--- src/rtl/slave_arbiter.sv ---
// slave_arbiter: round-robin arbiter sharing one wait-stated slave strobe/ready
// channel between NREQ requesters. Each requester holds REQ until its
// READY_OUT bit is seen. The winner's strobe goes to the slave, and the slave's
// ready comes back to the winner only.
//
// Optional watchdog: define SLAVE_ARB_TIMEOUT_EN to end a transfer in its
// TIMEOUT-th BUSY cycle, signalled by READY_OUT and ERR_OUT together.
// Without the macro, ERR_OUT is tied to 0 and BUSY waits indefinitely.
//
// Ports:
//   CLK        in        clock, all logic on posedge
//   RESET      in        synchronous active-high reset
//   REQ        in  NREQ  per-requester strobe
//   GNT        out NREQ  registered one-hot grant
//   READY_OUT  out NREQ  per-requester ready (combinational pass-through)
//   ERR_OUT    out NREQ  per-requester watchdog error, pulsed with READY_OUT
//   SLV_STROBE out 1     registered strobe to the slave
//   SLV_READY  in  1     ready from the slave
//   BUSY       out 1     high in BUSY and RELEASE
module slave_arbiter #(
    parameter int unsigned NREQ    = 4,
    parameter int unsigned TIMEOUT = 1000
) (
    input  logic            CLK,
    input  logic            RESET,
    input  logic [NREQ-1:0] REQ,
    output logic [NREQ-1:0] GNT,
    output logic [NREQ-1:0] READY_OUT,
    output logic [NREQ-1:0] ERR_OUT,
    output logic            SLV_STROBE,
    input  logic            SLV_READY,
    output logic            BUSY
);
    localparam int unsigned PW = (NREQ > 1) ? $clog2(NREQ) : 1;

    typedef enum logic [1:0] {StIdle, StBusy, StRelease} state_e;

    state_e          state_q, state_d;
    logic [NREQ-1:0] gnt_q, gnt_d;
    logic [PW-1:0]   gidx_q, gidx_d;
    logic [PW-1:0]   ptr_q, ptr_d;
    logic            strobe_q, strobe_d;

    logic            pick_valid;
    logic [PW-1:0]   pick_idx;
    logic            fire;
    logic            req_g;

    // First pending requester at or above ptr, wrapping modulo NREQ.
    always_comb begin
        int unsigned idx;
        pick_valid = 1'b0;
        pick_idx   = '0;
        idx        = 0;
        for (int unsigned i = 0; i < NREQ; i++) begin
            idx = (32'(ptr_q) + i) % NREQ;
            if (!pick_valid && REQ[PW'(idx)]) begin
                pick_valid = 1'b1;
                pick_idx   = PW'(idx);
            end
        end
    end

    assign req_g = REQ[gidx_q];

`ifdef SLAVE_ARB_TIMEOUT_EN
    logic [15:0] cnt_q, cnt_d;

    // Counter reads TIMEOUT in the first BUSY cycle, so it reaches 1 in the
    // TIMEOUT-th BUSY cycle.
    assign fire = (state_q == StBusy) && (cnt_q == 16'd1) && !SLV_READY;

    always_comb begin
        cnt_d = cnt_q;
        if (state_q == StIdle && pick_valid) begin
            cnt_d = 16'(TIMEOUT);
        end else if (state_q == StBusy) begin
            cnt_d = cnt_q - 16'd1;
        end
    end

    always_ff @(posedge CLK) begin
        if (RESET) begin
            cnt_q <= '0;
        end else begin
            cnt_q <= cnt_d;
        end
    end
`else
    logic unused_timeout;
    assign unused_timeout = ^16'(TIMEOUT);
    assign fire           = 1'b0;
`endif

    always_comb begin
        state_d  = state_q;
        gnt_d    = gnt_q;
        gidx_d   = gidx_q;
        ptr_d    = ptr_q;
        strobe_d = strobe_q;
        case (state_q)
            StIdle: begin
                if (pick_valid) begin
                    gnt_d           = '0;
                    gnt_d[pick_idx] = 1'b1;
                    gidx_d          = pick_idx;
                    strobe_d        = 1'b1;
                    state_d         = StBusy;
                end
            end
            StBusy: begin
                // Completion, abort and watchdog share one exit path.
                if (SLV_READY || !req_g || fire) begin
                    gnt_d    = '0;
                    strobe_d = 1'b0;
                    ptr_d    = (gidx_q == PW'(NREQ - 1)) ? '0 : gidx_q + 1'b1;
                    state_d  = StRelease;
                end
            end
            StRelease: begin
                state_d = StIdle;
            end
            default: begin
                state_d = StIdle;
            end
        endcase
    end

    always_ff @(posedge CLK) begin
        if (RESET) begin
            state_q  <= StIdle;
            gnt_q    <= '0;
            gidx_q   <= '0;
            ptr_q    <= '0;
            strobe_q <= 1'b0;
        end else begin
            state_q  <= state_d;
            gnt_q    <= gnt_d;
            gidx_q   <= gidx_d;
            ptr_q    <= ptr_d;
            strobe_q <= strobe_d;
        end
    end

    assign GNT        = gnt_q;
    assign SLV_STROBE = strobe_q;
    assign BUSY       = (state_q != StIdle);
    assign READY_OUT  = (state_q == StBusy) ? (gnt_q & {NREQ{SLV_READY | fire}}) : '0;
    assign ERR_OUT    = fire ? gnt_q : '0;

endmodule

--- config.mk ---
export PLATFORM = sky130hd
export DESIGN_NAME = slave_arbiter
export DESIGN_NICKNAME = d
export VERILOG_FILES = /design/src/rtl/slave_arbiter.sv
export SDC_FILE = /design/constraint.sdc
export NUM_CORES = 1
export LEC_CHECK = 0
export ABC_AREA = 1
export ABC_CLOCK_PERIOD_IN_PS = 1930
export BUFFER_PORTS_ARGS = -buffer_cell sky130_fd_sc_hd__buf_2
export CORE_MARGIN = 5
export CORE_UTILIZATION = 25
export CTS_CLUSTER_DIAMETER = 50
export DETAILED_ROUTE_END_ITERATION = 7
export PLACE_DENSITY_LB_ADDON = 0.12
export SYNTH_ARGS = -nofsm -noshare
export SYNTH_HDL_FRONTEND = slang
export SYNTH_SLANG_ARGS = --single-unit
--- constraint.sdc ---
create_clock -name CLK -period 1.93 [get_ports CLK]
set_clock_uncertainty 0.15 [all_clocks]
set_input_delay 0.0965 -clock CLK [delete_from_list [all_inputs] [get_ports CLK]]
set_output_delay 0.0965 -clock CLK [all_outputs]
set_load 0.005 [all_outputs]
==> results of run 1 <==
-- cells by family after synthesis --
family | Yosys count
buffers and inverters | 22
AND/OR/NAND/NOR | 91
adder cells (fa/ha/maj) | 1
flip-flops | 11
AO/OA/AOI/OAI | 14
other | 1
-- what timing repair did --
item,in CTS,in global routing
hold buffers,1,0
hold endpoints to repair,5,0
setup endpoints to repair,0,0
-- sequential cells by signal (all words and copies together) (netlist names) --
register and flops:
GNT 4, SLV_STROBE 1, gidx_q 2, ptr_q 2, state_q 2
-- layout make-up --
class	count	area (um2)	area share
inverters	15	58.8	0.0583
repair buffers	18	97.6	0.0968
well taps	46	57.6	0.0571
flip-flops and latches	11	220	0.218
clock buffers	4	26.3	0.0261
multi-input cells	110	548	0.543
-- metal layers --
layer | wire, um | track usage
met2 | 939 | 0.139
met5 | 0 | 0
met3 | 85 | 0.0160
met1 | 1010 | 0.109
met4 | 13 | 0.0434
-- metrics by stage --
stage	instance area [um2]	power (W)	utilization	instances	hold slack [ps]
floorplan	883	0.000914	-	143	25.0
global route	1010	0.00134	0.300	204	54.8
CTS	1010	0.00123	0.300	204	31.8
global placement	972	0.00107	0.289	199	268
finish	1010	0.00121	0.300	204	40.1
detailed placement	972	0.00106	0.289	199	272
-- Yosys cell counts, types with 2 or more instances --
cell	n	area, um2
a211oi_1	2	15.0
a21oi_1	7	35.0
buf_4	4	30.0
buf_6	2	22.5
dfxtp_1	11	220
inv_1	11	41.3
inv_2	3	11.3
nand2_1	42	158
nand2_2	15	93.8
nand3_1	12	60.1
nand3_2	2	20.0
nand4_1	3	18.8
nor2_1	12	45.0
nor2_2	2	12.5
o21ai_0	2	10.0
-- path summary, 6_finish.rpt --
path                                  from          to  slack, ps
worst max-delay path              ptr_q[0]      GNT[1]        250
worst min-delay path             SLV_READY  state_q[0]         40
worst max register to register    ptr_q[0]      GNT[1]        250
worst min register to register  SLV_STROBE  SLV_STROBE        310
-- critical path, cell delays in order (launching register included) --
cell     delay, ps
dfxtp_1        360
inv_2          220
nand2_1        100
nand2_2        110
nand2_1         70
nand2_2         90
inv_2           40
nand3_2         60
nand2_4         90
nor2_2         140
nand2_1         70
a21oi_2        110
-- power by group --
part / total, W / internal, W / leakage, nW / switching, W
Combinational: 0.000695 / 0.000244 / 0.411 / 0.000451
Clock: 0.000156 / 0.0000799 / 0.0150 / 0.0000759
Sequential: 0.000359 / 0.000295 / 0.0906 / 0.0000647
==> impl_metrics.ini, run 1 <==
[clock_tree]
clk_pin_slew_ps = 70
cts.sinks = 11
cts_setup_buffers = 0
clk_path_buf_depth = 2
cts_tree = built
cts_buffers = 3
cts_max_level = 1
ctsResizeCount = 0
root_buffer = clkbuf_4
clkLatencyLatePin_ps = 260

[floorplan]
die_y_um = 69.1
die_x_um = 69.1
io_pins = 21
rows = 21
initial_utilization = 0.259
coreArea_mm2 = 0.00336
die-area_mm2 = 0.00477

[sta]
slew_viol_final = 0
setup_viol = 0
rsz0062_at_grt = false
period_needed_ps = 1680
period_share = 0.869
hold_violations = 0
tns_ps = 0
setup_slack_ps = 253
fmax_mhz = 596

[synthesis]
synth_compound_area_frac = 0.0976
synthCells = 140
netlist_area_um2 = 872
async_reset_ff_frac = 0
muxShareOfSynthArea = 0
synth-main-ff-cell = dfxtp_1
synth-xor-area-share = 0
yosysWarnings = 0
yosys.cell_types.count = 25
synth-simple-area-share = 0.499
synth_top_family_by_area = simple AND/OR/NAND/NOR gates
avgSynthCellArea_um2 = 6.23
ys_seq_elements = 11
post_synth_fa_ha_maj_area_fraction = 0.0143
synth_edf_count = 0
synth.yosys.seq_area_share = 0.253

[routing]
vias = 882
drt_iter0_markers = 39
first_pass_iters = 4
routed_wl_um = 2050
drc = 0
vias_per_cell = 4.32
wl_per_cell_um = 10.0
ant_nets = 0

[outcome]
status = finished, final reports clean

[layout]
insertedDiodeCount = 0
final_cell_mix = 42 x nand2_1, 16 x buf_2, 15 x nand2_2
final_layout_size_suffix_gt1_frac = 0.297
final_common_cell = nand2_1
nets = 167
fillers = 411
area_growth_pct = 15.6

[worst_setup_path]
cp_max_fo = 13
crit_arrival_ps = 1730
critPathRequiredTime_ps = 1990
cp-start-kind = register
rr_worst_depth = 11
critical_path_class = reg -> reg
endpoint_kind = register

[place]
portBuffers = 16
dp_hpwl_um = 1680
dp_slack_ps = 243
gp_congestion = 0.814

[hold_path]
min_path_cells = 4
worstHoldPathType = in -> reg

[grt]
grt_overflow = 0
grt_pass1_vias = 794
grt_max_degree = 14
antenna_found_initial = 0
track_usage = 0.0863
grt_pass1_wl_um = 3450

[pwr]
power.density_mw_per_mm2 = 1200
leakagePower_nw = 0.517
ir_drop_uv = 414

[flow_run]
maxCapViolCount = 0
Note: power is estimated with default switching activity, not from simulation.
==> run 2: changes to the inputs <==
--- a/config.mk
+++ b/config.mk
@@ -12,6 +12,7 @@
 export CORE_UTILIZATION = 25
 export CTS_CLUSTER_DIAMETER = 50
 export DETAILED_ROUTE_END_ITERATION = 7
+export GPL_TIMING_DRIVEN = 0
 export PLACE_DENSITY_LB_ADDON = 0.12
 export SYNTH_ARGS = -nofsm -noshare
 export SYNTH_HDL_FRONTEND = slang
==> run 2 against run 1 <==
Compared with the run above:
- global-route usage up 0.73 points
- die area unchanged
- critical endpoint unchanged
- core utilization up 1.5 points
- largest cell class unchanged
- clock power up 3%
==> impl_metrics.ini, run 2 (same netlist as run 1, synthesis figures left out) <==
[sta]
fmax_mhz = 623
setup_slack_ps = 326
rsz0062_at_grt = false
period_needed_ps = 1600
hold_slack_ps = 44.9
setup_viol = 0
tns_ps = 0
hold_violations = 0
slew_viol_final = 0
period_share = 0.831

[clock_tree]
cts_max_level = 1
cts_tree = built
cts.sinks = 11
root_buffer = clkbuf_4
clkLatencyLatePin_ps = 260
ctsResizeCount = 0
cts_buffers = 3
clk_path_buf_depth = 2
clk_pin_slew_ps = 70

[hold_path]
holdPathEnd = state_q[0]
worstHoldPathType = in -> reg
min_path_cells = 4
holdCritStartpoint = SLV_READY

[layout]
area_growth_pct = 21.2
fillers = 400
insertedDiodeCount = 0
largest_register_ffs = 4
final_common_cell = nand2_1
final_cell_mix = 42 x nand2_1, 16 x buf_2, 15 x nand2_2
nets = 173
final_layout_size_suffix_gt1_frac = 0.317

[grt]
grt_pass1_vias = 848
grt_overflow = 0
track_usage = 0.0936
grt_max_degree = 11
grt_pass1_wl_um = 3710
antenna_found_initial = 0

[worst_setup_path]
crit_arrival_ps = 1660
critical_path_class = reg -> reg
critPathRequiredTime_ps = 1980
cp_max_fo = 10
endpoint_kind = register
r2r-start = ptr_q[0]
cp-start-kind = register
rr_worst_depth = 12
r2r-end = GNT[1]
rrSetupSlack_ps = 330

[outcome]
status = finished, final reports clean

[pwr]
fin_total_pwr_w = 0.00124
ir_drop_uv = 400
power.density_mw_per_mm2 = 1170
leakagePower_nw = 0.546

[floorplan]
coreArea_mm2 = 0.00336
die_y_um = 69.1
rows = 21
die_x_um = 69.1
io_pins = 21
die-area_mm2 = 0.00477
initial_utilization = 0.259

[routing]
drc = 0
first_pass_iters = 4
ant_nets = 0
drt_iter0_markers = 41
vias = 889
wl_per_cell_um = 9.84
routed_wl_um = 2070
vias_per_cell = 4.23

[flow_run]
maxCapViolCount = 0

[place]
dp_hpwl_um = 1650
dp_slack_ps = 337
gp_congestion = 0.803
portBuffers = 16
run 2: changes by cell type in the layout (fill, tap and decap cells not counted), sizes merged:
cell and delta:
buf +5, clkbuf +1
run 2: how the worst max path moves through the flow:
stage               startpoint     end  slack, ps  cells past startpoint
floorplan             ptr_q[0]  GNT[2]        500                     12
global placement      ptr_q[0]  GNT[2]        330                     12
detailed placement    ptr_q[0]  GNT[2]        340                     12
CTS                   ptr_q[0]  GNT[2]        330                     12
global route          ptr_q[0]  GNT[0]        180                     12
finish                ptr_q[0]  GNT[1]        330                     12
run 2: stage by stage:
step	area [um2]	cells	utilization
after global routing	1060	210	0.314
after global placement	1020	205	0.304
after detailed placement	1020	205	0.304
after CTS	1060	210	0.314
after floorplan	883	143	-
final	1060	210	0.314
run 2: layout make-up:
class / instances / area [um2] / share of cell area
multi-input combinational: 110 / 548 / 0.518
inverter: 15 / 58.8 / 0.0556
tap: 46 / 57.6 / 0.0544
clock buffer: 4 / 26.3 / 0.0249
sequential: 11 / 220 / 0.208
timing repair buffer: 17 / 90.1 / 0.0852
buffer: 7 / 56.3 / 0.0533
run 2: worst max-delay path: stages (launching register included):
cell     delay [ps]
dfxtp_1         330
inv_2            80
buf_6           150
nand2_2          50
nand2_1          80
nand2_1          80
nand2_2          90
inv_2            40
nand3_2          60
nand2_4         100
nor2_2          150
nand2_1          80
a21oi_2         100
run 2: metal layers:
metal / part of all wire / track usage / wire, um
met5: 0 / 0 / 0
met4: 0.010 / 0.0499 / 21
met3: 0.046 / 0.0233 / 96
met2: 0.44 / 0.143 / 917
met1: 0.50 / 0.120 / 1030
run 2: what timing repair did:
action,CTS,global route
hold buffers,1,0
hold endpoints to repair,1,0
setup buffers,0,0
run 2: report_power, final:
part / internal, W / switching, W
Combinational: 0.000264 / 0.000459
Sequential: 0.000295 / 0.0000602
Clock: 0.0000799 / 0.0000796
